### src/rtl/pc_pkg.sv
// rtl/pc_pkg.sv - shared types and helpers for the fetch-stage PC generator
package pc_pkg;

    typedef enum logic [1:0] {
        SNT = 2'd0,
        WNT = 2'd1,
        WT  = 2'd2,
        ST  = 2'd3
    } ctr_t;

    localparam int INST_BYTES = 4;

    // Two-bit saturating direction counter: taken moves toward ST, not-taken toward SNT.
    function automatic ctr_t ctr_update(input ctr_t ctr, input logic taken);
        ctr_t result;
        result = ctr;
        if (taken) begin
            if (ctr != ST) begin
                result = ctr_t'(ctr + 2'd1);
            end
        end else if (ctr != SNT) begin
            result = ctr_t'(ctr - 2'd1);
        end
        return result;
    endfunction

endpackage

### src/rtl/btb_table.sv
// rtl/btb_table.sv - direct-mapped branch target buffer with combinational lookup
// and a synchronous training port; a same-cycle lookup sees pre-update contents.
module btb_table
    import pc_pkg::*;
#(
    parameter int XLEN        = 32,
    parameter int BTB_ENTRIES = 16
) (
    input  logic            clock,
    input  logic            reset,
    input  logic [XLEN-1:0] lookup_pc,
    output logic            lookup_taken,
    output logic [XLEN-1:0] lookup_target,
    input  logic            update_valid,
    input  logic [XLEN-1:0] update_pc,
    input  logic [XLEN-1:0] update_target,
    input  logic            update_taken
);

    localparam int IW = $clog2(BTB_ENTRIES);
    localparam int TW = XLEN - IW - 2;

    logic [BTB_ENTRIES-1:0] valid_q;
    logic [TW-1:0]          tag_q    [BTB_ENTRIES];
    logic [XLEN-3:0]        target_q [BTB_ENTRIES];
    ctr_t                   ctr_q    [BTB_ENTRIES];

    logic [IW-1:0] lk_idx;
    logic [IW-1:0] up_idx;
    logic [TW-1:0] lk_tag;
    logic [TW-1:0] up_tag;
    logic          lk_hit;
    logic          up_hit;

    assign lk_idx = lookup_pc[IW+1:2];
    assign lk_tag = lookup_pc[XLEN-1:IW+2];
    assign up_idx = update_pc[IW+1:2];
    assign up_tag = update_pc[XLEN-1:IW+2];

    assign lk_hit = valid_q[lk_idx] && (tag_q[lk_idx] == lk_tag);
    assign up_hit = valid_q[up_idx] && (tag_q[up_idx] == up_tag);

    always_comb begin
        lookup_taken  = lk_hit && (ctr_q[lk_idx] inside {WT, ST});
        lookup_target = '0;
        if (lookup_taken) begin
            lookup_target = {target_q[lk_idx], 2'b00};
        end
    end

    // Only valid bits are reset; tag/target/counter contents are gated by valid.
    always_ff @(posedge clock) begin
        if (reset) begin
            valid_q <= '0;
        end else if (update_valid) begin
            if (up_hit) begin
                ctr_q[up_idx] <= ctr_update(ctr_q[up_idx], update_taken);
                if (update_taken) begin
                    target_q[up_idx] <= update_target[XLEN-1:2];
                end
            end else if (update_taken) begin
                valid_q[up_idx]  <= 1'b1;
                tag_q[up_idx]    <= up_tag;
                target_q[up_idx] <= update_target[XLEN-1:2];
                ctr_q[up_idx]    <= WT;
            end
        end
    end

    logic unused_bits;
    assign unused_bits = ^{lookup_pc[1:0], update_pc[1:0], update_target[1:0]};

endmodule

### src/rtl/pc_gen.sv
// rtl/pc_gen.sv - fetch program counter with priority next-PC selection
// (reset, trap, redirect, stall, BTB prediction, sequential).
module pc_gen
    import pc_pkg::*;
#(
    parameter int              XLEN         = 32,
    parameter logic [XLEN-1:0] RESET_VECTOR = '0,
    parameter int              BTB_ENTRIES  = 16
) (
    input  logic            clock,
    input  logic            reset,
    input  logic            stall,
    input  logic            redirect_valid,
    input  logic [XLEN-1:0] redirect_pc,
    input  logic            trap_valid,
    input  logic [XLEN-1:0] trap_vector,
    input  logic            update_valid,
    input  logic [XLEN-1:0] update_pc,
    input  logic [XLEN-1:0] update_target,
    input  logic            update_taken,
    output logic [XLEN-1:0] pc,
    output logic            pred_taken,
    output logic [XLEN-1:0] pred_target
);

    logic [XLEN-1:0] next_pc;

    btb_table #(
        .XLEN        (XLEN),
        .BTB_ENTRIES (BTB_ENTRIES)
    ) u_btb (
        .clock         (clock),
        .reset         (reset),
        .lookup_pc     (pc),
        .lookup_taken  (pred_taken),
        .lookup_target (pred_target),
        .update_valid  (update_valid),
        .update_pc     (update_pc),
        .update_target (update_target),
        .update_taken  (update_taken)
    );

    always_comb begin
        next_pc = pc + XLEN'(INST_BYTES);
        if (trap_valid) begin
            next_pc = {trap_vector[XLEN-1:2], 2'b00};
        end else if (redirect_valid) begin
            next_pc = {redirect_pc[XLEN-1:2], 2'b00};
        end else if (stall) begin
            next_pc = pc;
        end else if (pred_taken) begin
            next_pc = pred_target;
        end
    end

    always_ff @(posedge clock) begin
        if (reset) begin
            pc <= RESET_VECTOR;
        end else begin
            pc <= next_pc;
        end
    end

    logic unused_bits;
    assign unused_bits = ^{trap_vector[1:0], redirect_pc[1:0]};

endmodule

### config.mk
export PLATFORM = sky130hd
export DESIGN_NAME = pc_gen
export DESIGN_NICKNAME = d
export VERILOG_FILES = /design/src/rtl/pc_pkg.sv /design/src/rtl/btb_table.sv /design/src/rtl/pc_gen.sv
export SDC_FILE = /design/constraint.sdc
export NUM_CORES = 1
export LEC_CHECK = 0
export ABC_AREA = 1
export BUFFER_PORTS_ARGS = -buffer_cell sky130_fd_sc_hd__buf_2
export CORE_AREA = 8 8 329 331
export DETAILED_ROUTE_END_ITERATION = 7
export DIE_AREA = 0 0 337 339
export SYNTH_ARGS = -nofsm -noshare
export SYNTH_HDL_FRONTEND = slang
export SYNTH_HIERARCHICAL = 1
export SYNTH_SLANG_ARGS = --single-unit
### constraint.sdc
create_clock -name clock -period 4.65 [get_ports clock]
set_input_delay 0.2325 -clock clock [delete_from_list [all_inputs] [get_ports clock]]
set_output_delay 0.2325 -clock clock [all_outputs]
set_load 0.01 [all_outputs]
; Yosys cells after proc, flatten, opt, wreduce, memory -nomap -nowiden
; Memory sizes are Yosys's and may differ from the RTL's. A register that Yosys moved wholly into a read port is not among the register bits.
; Index checks and enable logic that the tools add are counted.
[classes]
add_sub_neg = 3
order_cmp = 3
eq_ne = 6
mux = 38
n_bitwise = 4
reduce_logical = 8
[ops]
columns = operator, n
row1 = $mux W32, 5
row2 = $eq A26 B26 Y1, 2
row3 = $add A32 B3 Y32 const B, 1
row4 = $mux W30, 1
row5 = $mux W4, 6
row6 = $mux W1, 16
row7 = $or A16 B16 Y16, 1
row8 = $mux W2, 7
row9 = $lt A4 B5 Y1 const B, 2
row10 = $bmux W1 S4, 2
row11 = $demux W1 S4, 1
row12 = $eq A2 B2 Y1 const B, 2
row13 = $ge A4 B1 Y1 const B, 1
row14 = $logic_and A1 B1 Y1, 4
row15 = $reduce_bool A2 Y1, 2
row16 = $ne A3 B1 Y1 const B, 1
row17 = $reduce_and A3 Y1, 1
row18 = $reduce_or A3 Y1, 1
row19 = $add A2 B1 Y2 const B, 1
row20 = $ne A2 B2 Y1 const B, 1
row21 = $or A1 B1 Y1, 2
row22 = $sub A2 B1 Y2 const B, 1
row23 = $not A1 Y1, 1
[word_totals]
register_bits = 48
ram_bits = 928
inputBits = 135
output_inout_bits = 65
elab_cells = 68
n_memories = 3
[memory_table]
columns = memory, words, word_bits, rd, rd_clocked_by_memory_dff, wr, line
row1 = u_btb.target_q, 16, 30, 1, 1, 1, btb_table.sv:25  ; logic [XLEN-3:0] target_q [BTB_ENTRIES];
row2 = u_btb.tag_q, 16, 26, 2, 1, 1, btb_table.sv:24  ; logic [TW-1:0] tag_q [BTB_ENTRIES];
row3 = u_btb.ctr_q, 16, 2, 2, 1, 1, btb_table.sv:26  ; ctr_t ctr_q [BTB_ENTRIES];

; Logic depth before layout (Yosys ltp)
; Gate-level depths: netlist (run 1).
[logic_depth]
ltp_word = 11
depth_mapped = 25
mapped_depth_nobuf = 21

; By module
; Netlist (run 1), hierarchy kept.
[by_module_without_submodules]
columns = module, instances, cells_each, area_each_um2, seq_area_each_um2
row1 = btb_table, 1, 4229, 43111.3, 28187.0
row2 = pc_gen, 1, 519, 2906.5, 640.6

; Worst setup path before layout (run 1)
; Ideal clock, no wire load.
[synth_path]
path_type = input to register
start = input port update_pc[2]
end = memory u_btb/tag_q[8][0] (netlist bit) (enable)
setup_ns = 0.381
t_arrival_ns = 3.365
required_ns = 4.269
slack_ns = 0.904
cell_stages = 9
path_cell_list = buf_4 > buf_6 > buf_6 > nor2_2 > clkbuf_1 > nand2_1 > nor2_1 > nand2_1 > inv_1
[synth_via]
elab_chain_cells = 7
[synth_rtl]
columns = item, line
row1 = start: declaration, pc_gen.sv:18  ; input logic [XLEN-1:0] update_pc,
row2 = $mem_v2 Z16 W26 or $bmux W1 S4 (tied branches), n/a
row3 = $eq A26 B26 Y1 or $mux W1 (tied branches), btb_table.sv:41  ; assign up_hit = valid_q[up_idx] && (tag_q[up_idx] == up_tag);
row4 = $logic_and A1 B1 Y1, btb_table.sv:41
row5 = $mux W1, btb_table.sv:56  ; if (up_hit) begin
row6 = $mux W1, btb_table.sv:55  ; end else if (update_valid) begin
row7 = $mux W1, btb_table.sv:53  ; if (reset) begin
row8 = $mux W1 (not written as such), btb_table.sv:63  ; tag_q[up_idx] <= up_tag;
row9 = end: declaration, btb_table.sv:24
; Parallel ways exist; a longest one is shown, timed or not. The select of a mux whose other input is x is not followed.

; Worst setup path after layout (run 1)
[layout_path]
start = register pc[3]
end = register pc[9]
[layout_via]
elab_chain_cells = 9
[layout_rtl]
columns = item, line
row1 = start: declaration, pc_gen.sv:21  ; output logic [XLEN-1:0] pc,
row2 = start signal: assignment, pc_gen.sv:60  ; pc <= next_pc;
row3 = "parallel branches: the longest is 5 deep, another holds $add A32 B3 Y32", n/a
row4 = $mux W32 *, pc_gen.sv:51  ; end else if (pred_taken) begin
row5 = $mux W32 *, pc_gen.sv:49  ; end else if (stall) begin
row6 = $mux W32 *, pc_gen.sv:47  ; end else if (redirect_valid) begin
row7 = $mux W32 *, pc_gen.sv:45  ; if (trap_valid) begin
; Mark *: on every way between the ends. The select of a mux whose other input is x is not followed.
; A chain may end at the register's enable or synchronous reset.

==> reports/results.md, run 1 <==
| Step | Quantity | Value |
| --- | --- | --- |
| layout | Number of nets at the end of the flow | 5,112 |
| synthesis | Yosys top cell by area | sky130_fd_sc_hd__edfxtp_1 |
| setup path | Worst-path maximum fanout | 57 |
| global route | Via count of the first global-routing pass | 34,400 |
| sta | Max Clk Rate | 228 MHz |
| power | Total power of the final layout | 0.0200 W |
| setup path | Critical path startpoint category | flip-flop |
| sta | Setup violators final | 0 |
| layout | Most common cell after layout, fill and taps aside | sky130_fd_sc_hd__nand2_1 |
| synthesis | Number of synthesized flops with an enable pin | 928 |
| synthesis | Number of instances in the synthesized netlist | 4,748 |
| synthesis | Yosys warnings | 6 |
| clock network | Clock root cell | sky130_fd_sc_hd__clkbuf_16 |
| detailed routing | Number of vias per cell after detailed routing | 5.66 |
| global route | Largest net degree at the start of global routing | 130 |
| clock network | CTS buffer count | 105 |
| power | Power per Cell Area | 376 mW/mm² |
| sta | Transition at the pin with the smallest max-transition slack | 1320 ps |
| sta | Post-Route Skew | 94.1 ps |
| global route | Initial antenna violation count | 6 |
| global route | Remaining global-route overflow | 0 |
| detailed routing | Total via count after detailed routing | 36,500 |
| synthesis | Yosys top cell area share | 60.6% |
| placed design | Quantity of I/O buffers inserted on ports | 189 |
| placed design | Routability-driven placement congestion ratio | 0.921 |
| layout | Layout cells sized above 1 | 10.9% |
| sta | Worst-case setup margin in the final layout | 262 ps |
| setup path | Cell-by-cell trace of the critical path | inv_16, buf_4, o21ai_0, o211ai_1, nand3_1, nand2_1, inv_1, o21ai_0, nor2_1, nand2_1, nor2_1, nand2_1, buf_4, nor3_1, o21ai_0, o21ai_0, nand2_1, dlygate4sd3_1, a21oi_1 |
| layout | Filler instances | 9,269 |
| detailed routing | Post-route antenna net violation count | 0 |
| synthesis | Synth Register Bits | 976 |
| die | Cell row count | 118 |
| layout | Total non-filler cell area in the finished layout | 0.0533 mm² |
| die | Die Span X | 337 µm |
| detailed routing | Average detailed-routed wire length per instance | 22.8 µm |
| setup path | Category of the most critical setup path | flip-flop to flip-flop |
| synthesis | Primary flip-flop cell chosen by synthesis mapping | sky130_fd_sc_hd__edfxtp_1 |
| clock network | Bufs on Longest Clock Path | 3 |
| setup path | Delay-heaviest family, CP | buffers and inverters |
| global route | First-pass GRT wire length | 216,000 µm |
| sta | Number of max-slew violations in the final report | 0 |
| setup path | Worst stage delay on the critical path | 580 ps |
| sta | Number of hold violations in the final report | 0 |
| setup path | Number of buffer and inverter stages on the critical path | 5 |
| die | Chip height | 339 µm |
| sta | Share of the cycle needed by the critical path after routing | 94.4% |
| setup path | Worst-path cell with the longest stage delay | sky130_fd_sc_hd__o21ai_0 |
| setup path | CP endpoint kind | flip-flop |
| run | Number of maximum-capacitance constraint violations | 0 |
| layout | Commonest non-fill, non-tap cells in the layout | sky130_fd_sc_hd__nand2_1, sky130_fd_sc_hd__edfxtp_1, sky130_fd_sc_hd__a21oi_1 |
| die | Die Outline Area | 0.114 mm² |
| layout | Share of the core filled with cells in the final layout | 51.8% |
| die | Starting Density | 44.7% |
| power | Peak supply drop | 319 µV |
| clock network | Latest clock arrival within the worst-skew pair | 730 ps |
| synthesis | Proportion of synthesized flip-flops having asynchronous set or reset | 0% |
| die | Ports placed on the boundary | 200 |
| sta | Shortest period the worst path allows | 4390 ps |
| layout | Area added between synthesis and finish | 15.7% |
| synthesis | Unique cell type count in the Yosys netlist | 48 |
| synthesis | Top cells by area, synth | sky130_fd_sc_hd__edfxtp_1, sky130_fd_sc_hd__nand2_1, sky130_fd_sc_hd__a21oi_1 |
| placed design | Total cell area at the placement stage | 0.0486 mm² |
| run status | Status | finished, final reports clean |
| placed design | Placed wire-length estimate after detailed placement | 85,100 µm |
| detailed routing | Final WL | 147,000 µm |
| synthesis | Register area share after synthesis | 62.6% |
| clock network | CTS tree | yes |
| synthesis | Mean area per synthesized cell | 9.69 µm² |
| detailed routing | Number of design rule violations left after detail routing | 0 |
| placed design | Worst Setup Slack post-DPL | 700 ps |
| global route | Total GRT Usage | 24.8% |
| sta | Worst hold slack after final layout | 30.8 ps |
| sta | Worst relative slew slack | 11.4% |
| die | Core footprint | 0.103 mm² |
| clock network | Clock-pin slew of the registers on the worst-case setup and hold paths | 60 ps |
| power | Leak pwr | 20.3 nW |
| setup path | Worst endpoint required time | 5240 ps |
| synthesis | Summed instance area of the synthesized netlist | 0.0460 mm² |
| detailed routing | Count of routing violations after the opening detailed-route iteration | 3,931 |
| clock network | Sink Count | 976 |
| clock network | CTS HTree Levels | 3 |
| setup path | Critical Path AT | 4980 ps |
| worst hold path | Min-delay worst type | input pin to flip-flop |
| detailed routing | DR pass1 iterations | 5 |
==> cells in the mapped netlist (2+ instances only) <==
cell type and count:
sky130_fd_sc_hd__nand4_1 14, sky130_fd_sc_hd__a22oi_1 16, sky130_fd_sc_hd__buf_1 25, sky130_fd_sc_hd__dfxtp_1 48, sky130_fd_sc_hd__inv_1 281, sky130_fd_sc_hd__o2111ai_1 2
sky130_fd_sc_hd__nor2_2 11, sky130_fd_sc_hd__xnor2_1 11, sky130_fd_sc_hd__o31ai_1 30, sky130_fd_sc_hd__clkbuf_1 155, sky130_fd_sc_hd__clkbuf_8 3, sky130_fd_sc_hd__a221oi_1 113
sky130_fd_sc_hd__nor2_8 2, sky130_fd_sc_hd__nor2_1 326, sky130_fd_sc_hd__o22ai_1 4, sky130_fd_sc_hd__xor2_1 3, sky130_fd_sc_hd__buf_2 109, sky130_fd_sc_hd__buf_6 5
sky130_fd_sc_hd__or2_2 20, sky130_fd_sc_hd__nand2_2 4, sky130_fd_sc_hd__buf_4 8, sky130_fd_sc_hd__inv_2 5, sky130_fd_sc_hd__o21bai_1 5, sky130_fd_sc_hd__a32oi_1 3
sky130_fd_sc_hd__nand2_4 3, sky130_fd_sc_hd__o211ai_1 129, sky130_fd_sc_hd__edfxtp_1 928, sky130_fd_sc_hd__nand2_1 1532, sky130_fd_sc_hd__nor2_4 7, sky130_fd_sc_hd__nand3_1 195
sky130_fd_sc_hd__o21ai_0 314, sky130_fd_sc_hd__o21ai_1 11, sky130_fd_sc_hd__a21oi_1 374, sky130_fd_sc_hd__clkinv_1 2, sky130_fd_sc_hd__nor3_1 37
==> layer usage <==
layer / track usage (%) / vias up / wire, µm
met3: 3.68 / 309 / 11400
met1: 33.4 / 17700 / 60700
met4: 10.6 / 0 / 6310
met2: 40.0 / 1592 / 68800
met5: 0 / - / 0
li1: - / 16900 / -
==> per-stage QoR <==
step	cells	TNS (ps)
global placement	6127	0
floorplan	4749	0
CTS	6432	0
finish	6446	0
detailed placement	6127	0
global route	6444	-8.15
==> layout make-up <==
class	instances	area, µm²	area share (%)
antenna	7	17.5	0.0329
inverter	288	1120	2.11
sequential	976	28800	54.2
tap	1380	1730	3.24
timing repair buffer	428	3350	6.30
multi-input combinational	3177	14900	28.0
clock buffer	126	2710	5.08
clock inverter	64	604	1.13
==> logic make-up after synthesis <==
group                    Yosys count  share of synthesized area [%]
AND/OR/NAND/NOR                 2154                           18.7
XOR/XNOR                          14                          0.266
AO/OA/AOI/OAI                   1006                           12.9
adder cells (fa/ha/maj)            1                         0.0272
other                              1                        0.00815
flip-flops                       976                           62.6
buffers and inverters            596                           5.41
==> what timing repair did <==
action / in CTS / in global routing
gates resized for setup: 0 / 19
endpoints found under the hold margin: 899 / 0
buffers inserted: 0 / 5
setup endpoints to repair: 0 / 30
hold buffers: 115 / 0
==> registers in the layout, indices dropped and copies added, names as in the netlist, named ones only <==
name / count
pc: 30
u_btb/ctr_q: 32
u_btb/target_q: 480
u_btb/tag_q: 416
u_btb/valid_q: 16
==> worst paths after layout <==
check | startpoint | endpoint | slack, ps | cells past startpoint
max reg2reg | pc[3]$_SDFFE_PP0P_ | pc[9]$_SDFFE_PP0P_ | 260 | 19
min | update_pc[28] | u_btb/tag_q[4][22]$_DFFE_PP_ | 30 | 1
min reg2reg | flip-flop | flip-flop | 460 | 2
max | pc[3]$_SDFFE_PP0P_ | pc[9]$_SDFFE_PP0P_ | 260 | 19
==> where the power goes <==
part	switching [W]	internal [W]
Combinational	0.00156	0.000666
Sequential	0.0000763	0.00970
Clock	0.00352	0.00450
Power figures use the tool's default switching activity.
==> run 2: changes to the inputs <==
--- a/config.mk
+++ b/config.mk
@@ -7,9 +7,12 @@
 export LEC_CHECK = 0
 export ABC_AREA = 1
 export BUFFER_PORTS_ARGS = -buffer_cell sky130_fd_sc_hd__buf_2
-export CORE_AREA = 8 8 329 331
+export CELL_PAD_IN_SITES_DETAIL_PLACEMENT = 2
+export CELL_PAD_IN_SITES_GLOBAL_PLACEMENT = 2
+export CORE_AREA = 8 8 349 351
 export DETAILED_ROUTE_END_ITERATION = 7
-export DIE_AREA = 0 0 337 339
+export DIE_AREA = 0 0 357 359
+export PLACE_DENSITY_LB_ADDON = 0.1
 export SYNTH_ARGS = -nofsm -noshare
 export SYNTH_HDL_FRONTEND = slang
 export SYNTH_HIERARCHICAL = 1
==> reports/results.md, run 2 (synthesis gave the netlist of run 1 again) <==
| Step | Quantity | Value | vs previous |
| --- | --- | --- | --- |
| run status | Status | finished, final reports clean |  |
| layout | Area added between synthesis and finish | 18.1% |  |
| global route | Via count of the first global-routing pass | 42,600 | +24% |
| setup path | Worst reg2reg path startpoint | pc[2]$_SDFFE_PP0P_ |  |
| detailed routing | Average detailed-routed wire length per instance | 29.6 µm | +30% |
| placed design | Routability-driven placement congestion ratio | 0.816 | -11% |
| clock network | CTS tree | yes |  |
| clock network | CTS HTree Levels | 3 | unchanged |
| setup path | Worst R2R Path Depth | 21 | +2 |
| clock network | Clock-pin slew of the registers on the worst-case setup and hold paths | 70 ps | about the same |
| sta | Share of the cycle needed by the critical path after routing | 94.4% | about the same |
| worst hold path | Worst min-delay path endpoint | pc[2]$_SDFFE_PP0P_ |  |
| die | Chip height | 359 µm | +5.9% |
| global route | Total GRT Usage | 29.5% | +4.7 points |
| placed design | Quantity of I/O buffers inserted on ports | 189 | unchanged |
| setup path | Category of the most critical setup path | flip-flop to flip-flop |  |
| sta | Total negative slack for setup checks | 0 ps | unchanged |
| global route | Initial antenna violation count | 15 | +9 |
| placed design | Placed wire-length estimate after detailed placement | 119,000 µm | +40% |
| detailed routing | Wire length on met2 | 96,300 µm | +40% |
| setup path | Number of buffer and inverter stages on the critical path | 4 | -1 |
| power | Leak pwr | 20.8 nW | +2.4% |
| detailed routing | Met1 layer wirelength in the final routing | 82,200 µm | +35% |
| setup path | Critical Path AT | 5030 ps | +50 ps |
| placed design | Placed cell count | 6,324 | +3.2% |
| setup path | Delay-heaviest family, CP | simple AND/OR/NAND/NOR gates |  |
| global route | Largest net degree at the start of global routing | 205 | +58% |
| detailed routing | DR pass1 iterations | 5 | unchanged |
| worst hold path | Beginning of the worst hold path | trap_vector[2] |  |
| setup path | Cell-by-cell trace of the critical path | buf_8, nor2_1, nor2_1, o21ai_0, o211ai_1, nand3_1, nand2_1, xor2_1, nand2_1, nor2_1, nand3_1, buf_4, nor3_1, buf_4, nor2_1, nor2_1, nand2_1, nand2_1, o21ai_0, dlygate4sd3_1, a21oi_1 |  |
| clock network | # Post-CTS Setup Buffers | 0 | unchanged |
| detailed routing | Count of routing violations after the opening detailed-route iteration | 2,746 | -30% |
| clock network | CTS buffer count | 108 | +2.9% |
| global route | First-pass GRT wire length | 284,000 µm | +31% |
| detailed routing | Post-route antenna net violation count | 0 | unchanged |
| layout | Leading registers by flop count | u_btb/target_q (480), u_btb/tag_q (416), u_btb/ctr_q (32) |  |
| die | Die Outline Area | 0.128 mm² | +12% |
| setup path | Worst stage delay on the critical path | 590 ps | about the same |
| setup path | Worst endpoint required time | 5300 ps | +60 ps |
| run | Number of maximum-capacitance constraint violations | 0 | unchanged |
| die | Ports placed on the boundary | 200 | unchanged |
| setup path | Critical path startpoint category | flip-flop |  |
| sta | Shortest period the worst path allows | 4390 ps | +0.312 ps |
| die | Cell row count | 126 | +6.8% |
| clock network | Sink Count | 976 | unchanged |
| detailed routing | Met3 wire length | 11,500 µm | +0.90% |
| sta | Worst-case setup margin in the final layout | 262 ps | -0.312 ps |
| placed design | Worst Setup Slack post-DPL | 651 ps | -49.0 ps |
| power | Power per Cell Area | 386 mW/mm² | +2.7% |
| detailed routing | Number of design rule violations left after detail routing | 0 | unchanged |
| setup path | R2r endpoint | pc[14]$_SDFFE_PP0P_ |  |
| sta | Setup violators final | 0 | unchanged |
| die | Die Span X | 357 µm | +5.9% |
| layout | Layout Cells excl Fill | 6,644 | +3.1% |
| power | Total power of the final layout | 0.0210 W | +4.8% |
| clock network | Latest clock arrival within the worst-skew pair | 730 ps | about the same |
| layout | Most common cell after layout, fill and taps aside | sky130_fd_sc_hd__nand2_1 |  |
| layout | Flip-flop count of the largest register, all copies and words added | 480 | unchanged |
| die | Starting Density | 39.4% | -5.3 points |
| detailed routing | Final WL | 197,000 µm | +34% |
| global route | Remaining global-route overflow | 0 | unchanged |
| sta | Max Clk Rate | 228 MHz | about the same |
| power | Peak supply drop | 289 µV | -9.5% |
| clock network | Bufs on Longest Clock Path | 3 | unchanged |
| sta | Worst relative slew slack | 12.4% | +0.99 points |
| sta | Number of hold violations in the final report | 0 | unchanged |
| setup path | Worst-path cell with the longest stage delay | sky130_fd_sc_hd__dlygate4sd3_1 |  |
| setup path | Worst-path maximum fanout | 48 | -16% |
| setup path | Most used cell, CP | sky130_fd_sc_hd__nor2_1 |  |
| setup path | Reg2Reg Setup Slack | 260 ps | about the same |
| layout | Largest Register | u_btb/target_q |  |
| setup path | CP endpoint kind | flip-flop |  |
| worst hold path | Min-delay worst type | input pin to flip-flop |  |
| layout | Layout cells sized above 1 | 11.8% | +0.94 points |
| detailed routing | Highest metal layer with signal wires | met5 |  |
| layout | Commonest non-fill, non-tap cells in the layout | sky130_fd_sc_hd__nand2_1, sky130_fd_sc_hd__edfxtp_1, sky130_fd_sc_hd__a21oi_1 |  |
| worst hold path | Instance count along the most critical hold path | 4 | +3 |
| detailed routing | Number of vias per cell after detailed routing | 5.88 | +3.9% |
| sta | Number of max-slew violations in the final report | 0 | unchanged |
| sta | Transition at the pin with the smallest max-transition slack | 1300 ps | -14.8 ps |
| detailed routing | Total via count after detailed routing | 39,100 | +7.1% |
| clock network | Clock root cell | sky130_fd_sc_hd__clkbuf_16 |  |
| sta | Unrepaired setup endpoints after global routing | no |  |
| layout | Number of nets at the end of the flow | 5,152 | +0.78% |
| sta | Post-Route Skew | 61.8 ps | -32.3 ps |
| die | Core footprint | 0.117 mm² | +13% |
-- run 2: cell count changes in the layout (fill, tap and decap cells not counted), sizes merged, moves of 4 or more --
| cell | delta |
|---|---|
| clkinv | -30 |
| clkinvlp | +4 |
| inv | +18 |
| buf | +37 |
| bufinv | +4 |
| clkbuf | +13 |
-- run 2: worst max-delay path by stage --
| stage | startpoint | slack [ps] | end | cells past startpoint |
|---|---|---|---|---|
| 2_1_floorplan | update_pc[2] | 900 | u_btb/tag_q[8][0]$_DFFE_PP_ | 9 |
| 3_3_place_gp | pc[2]$_SDFFE_PP0P_ | 720 | pc[7]$_SDFFE_PP0P_ | 16 |
| 3_5_place_dp | pc[2]$_SDFFE_PP0P_ | 650 | pc[7]$_SDFFE_PP0P_ | 16 |
| 4_1_cts | pc[2]$_SDFFE_PP0P_ | 90 | pc[7]$_SDFFE_PP0P_ | 17 |
| 5_1_grt | pc[2]$_SDFFE_PP0P_ | 10 | pc[14]$_SDFFE_PP0P_ | 21 |
| 6_report | pc[2]$_SDFFE_PP0P_ | 260 | pc[14]$_SDFFE_PP0P_ | 21 |
-- run 2: tightest hold or removal path, stage by stage --
cell and delay [ps]:
sky130_fd_sc_hd__buf_2 80, sky130_fd_sc_hd__o21ai_0 160, sky130_fd_sc_hd__a21oi_1 190, sky130_fd_sc_hd__buf_4 150
-- run 2: layer usage --
metal	GRT usage [%]	vias up
met4	10.4	12
met3	4.43	371
li1	-	17000
met2	50.3	1243
met1	38.2	20400
met5	0	-
-- run 2: per-stage QoR --
step	hold WS (ps)	util (%)	cell area [µm²]
2_1_floorplan	331	-	46000
3_3_place_gp	450	42.4	49500
3_5_place_dp	455	42.4	49500
4_1_cts	88.7	46.4	54200
5_1_grt	134	46.6	54300
6_report	130	46.6	54300
-- run 2: report_power, final --
part	internal, W	switching, W
clock network	0.00491	0.00380
registers	0.00970	0.0000901
logic	0.000695	0.00178
-- run 2: repair_timing --
action                     CTS  global route
setup endpoints to repair    0            32
hold endpoints to repair   927             0
hold buffers               114             0
gates resized for setup      0            21
-- run 2: cell type report --
type / count / area (µm²)
Antenna cell: 4 / 10.0
Timing Repair Buffer: 465 / 4050
Clock inverter: 60 / 659
Inverter: 288 / 1120
Fill cell: 12200 / 62300
Sequential cell: 976 / 28800
Tap cell: 1536 / 1920
Clock buffer: 138 / 2860
Multi-Input combinational cell: 3177 / 14900
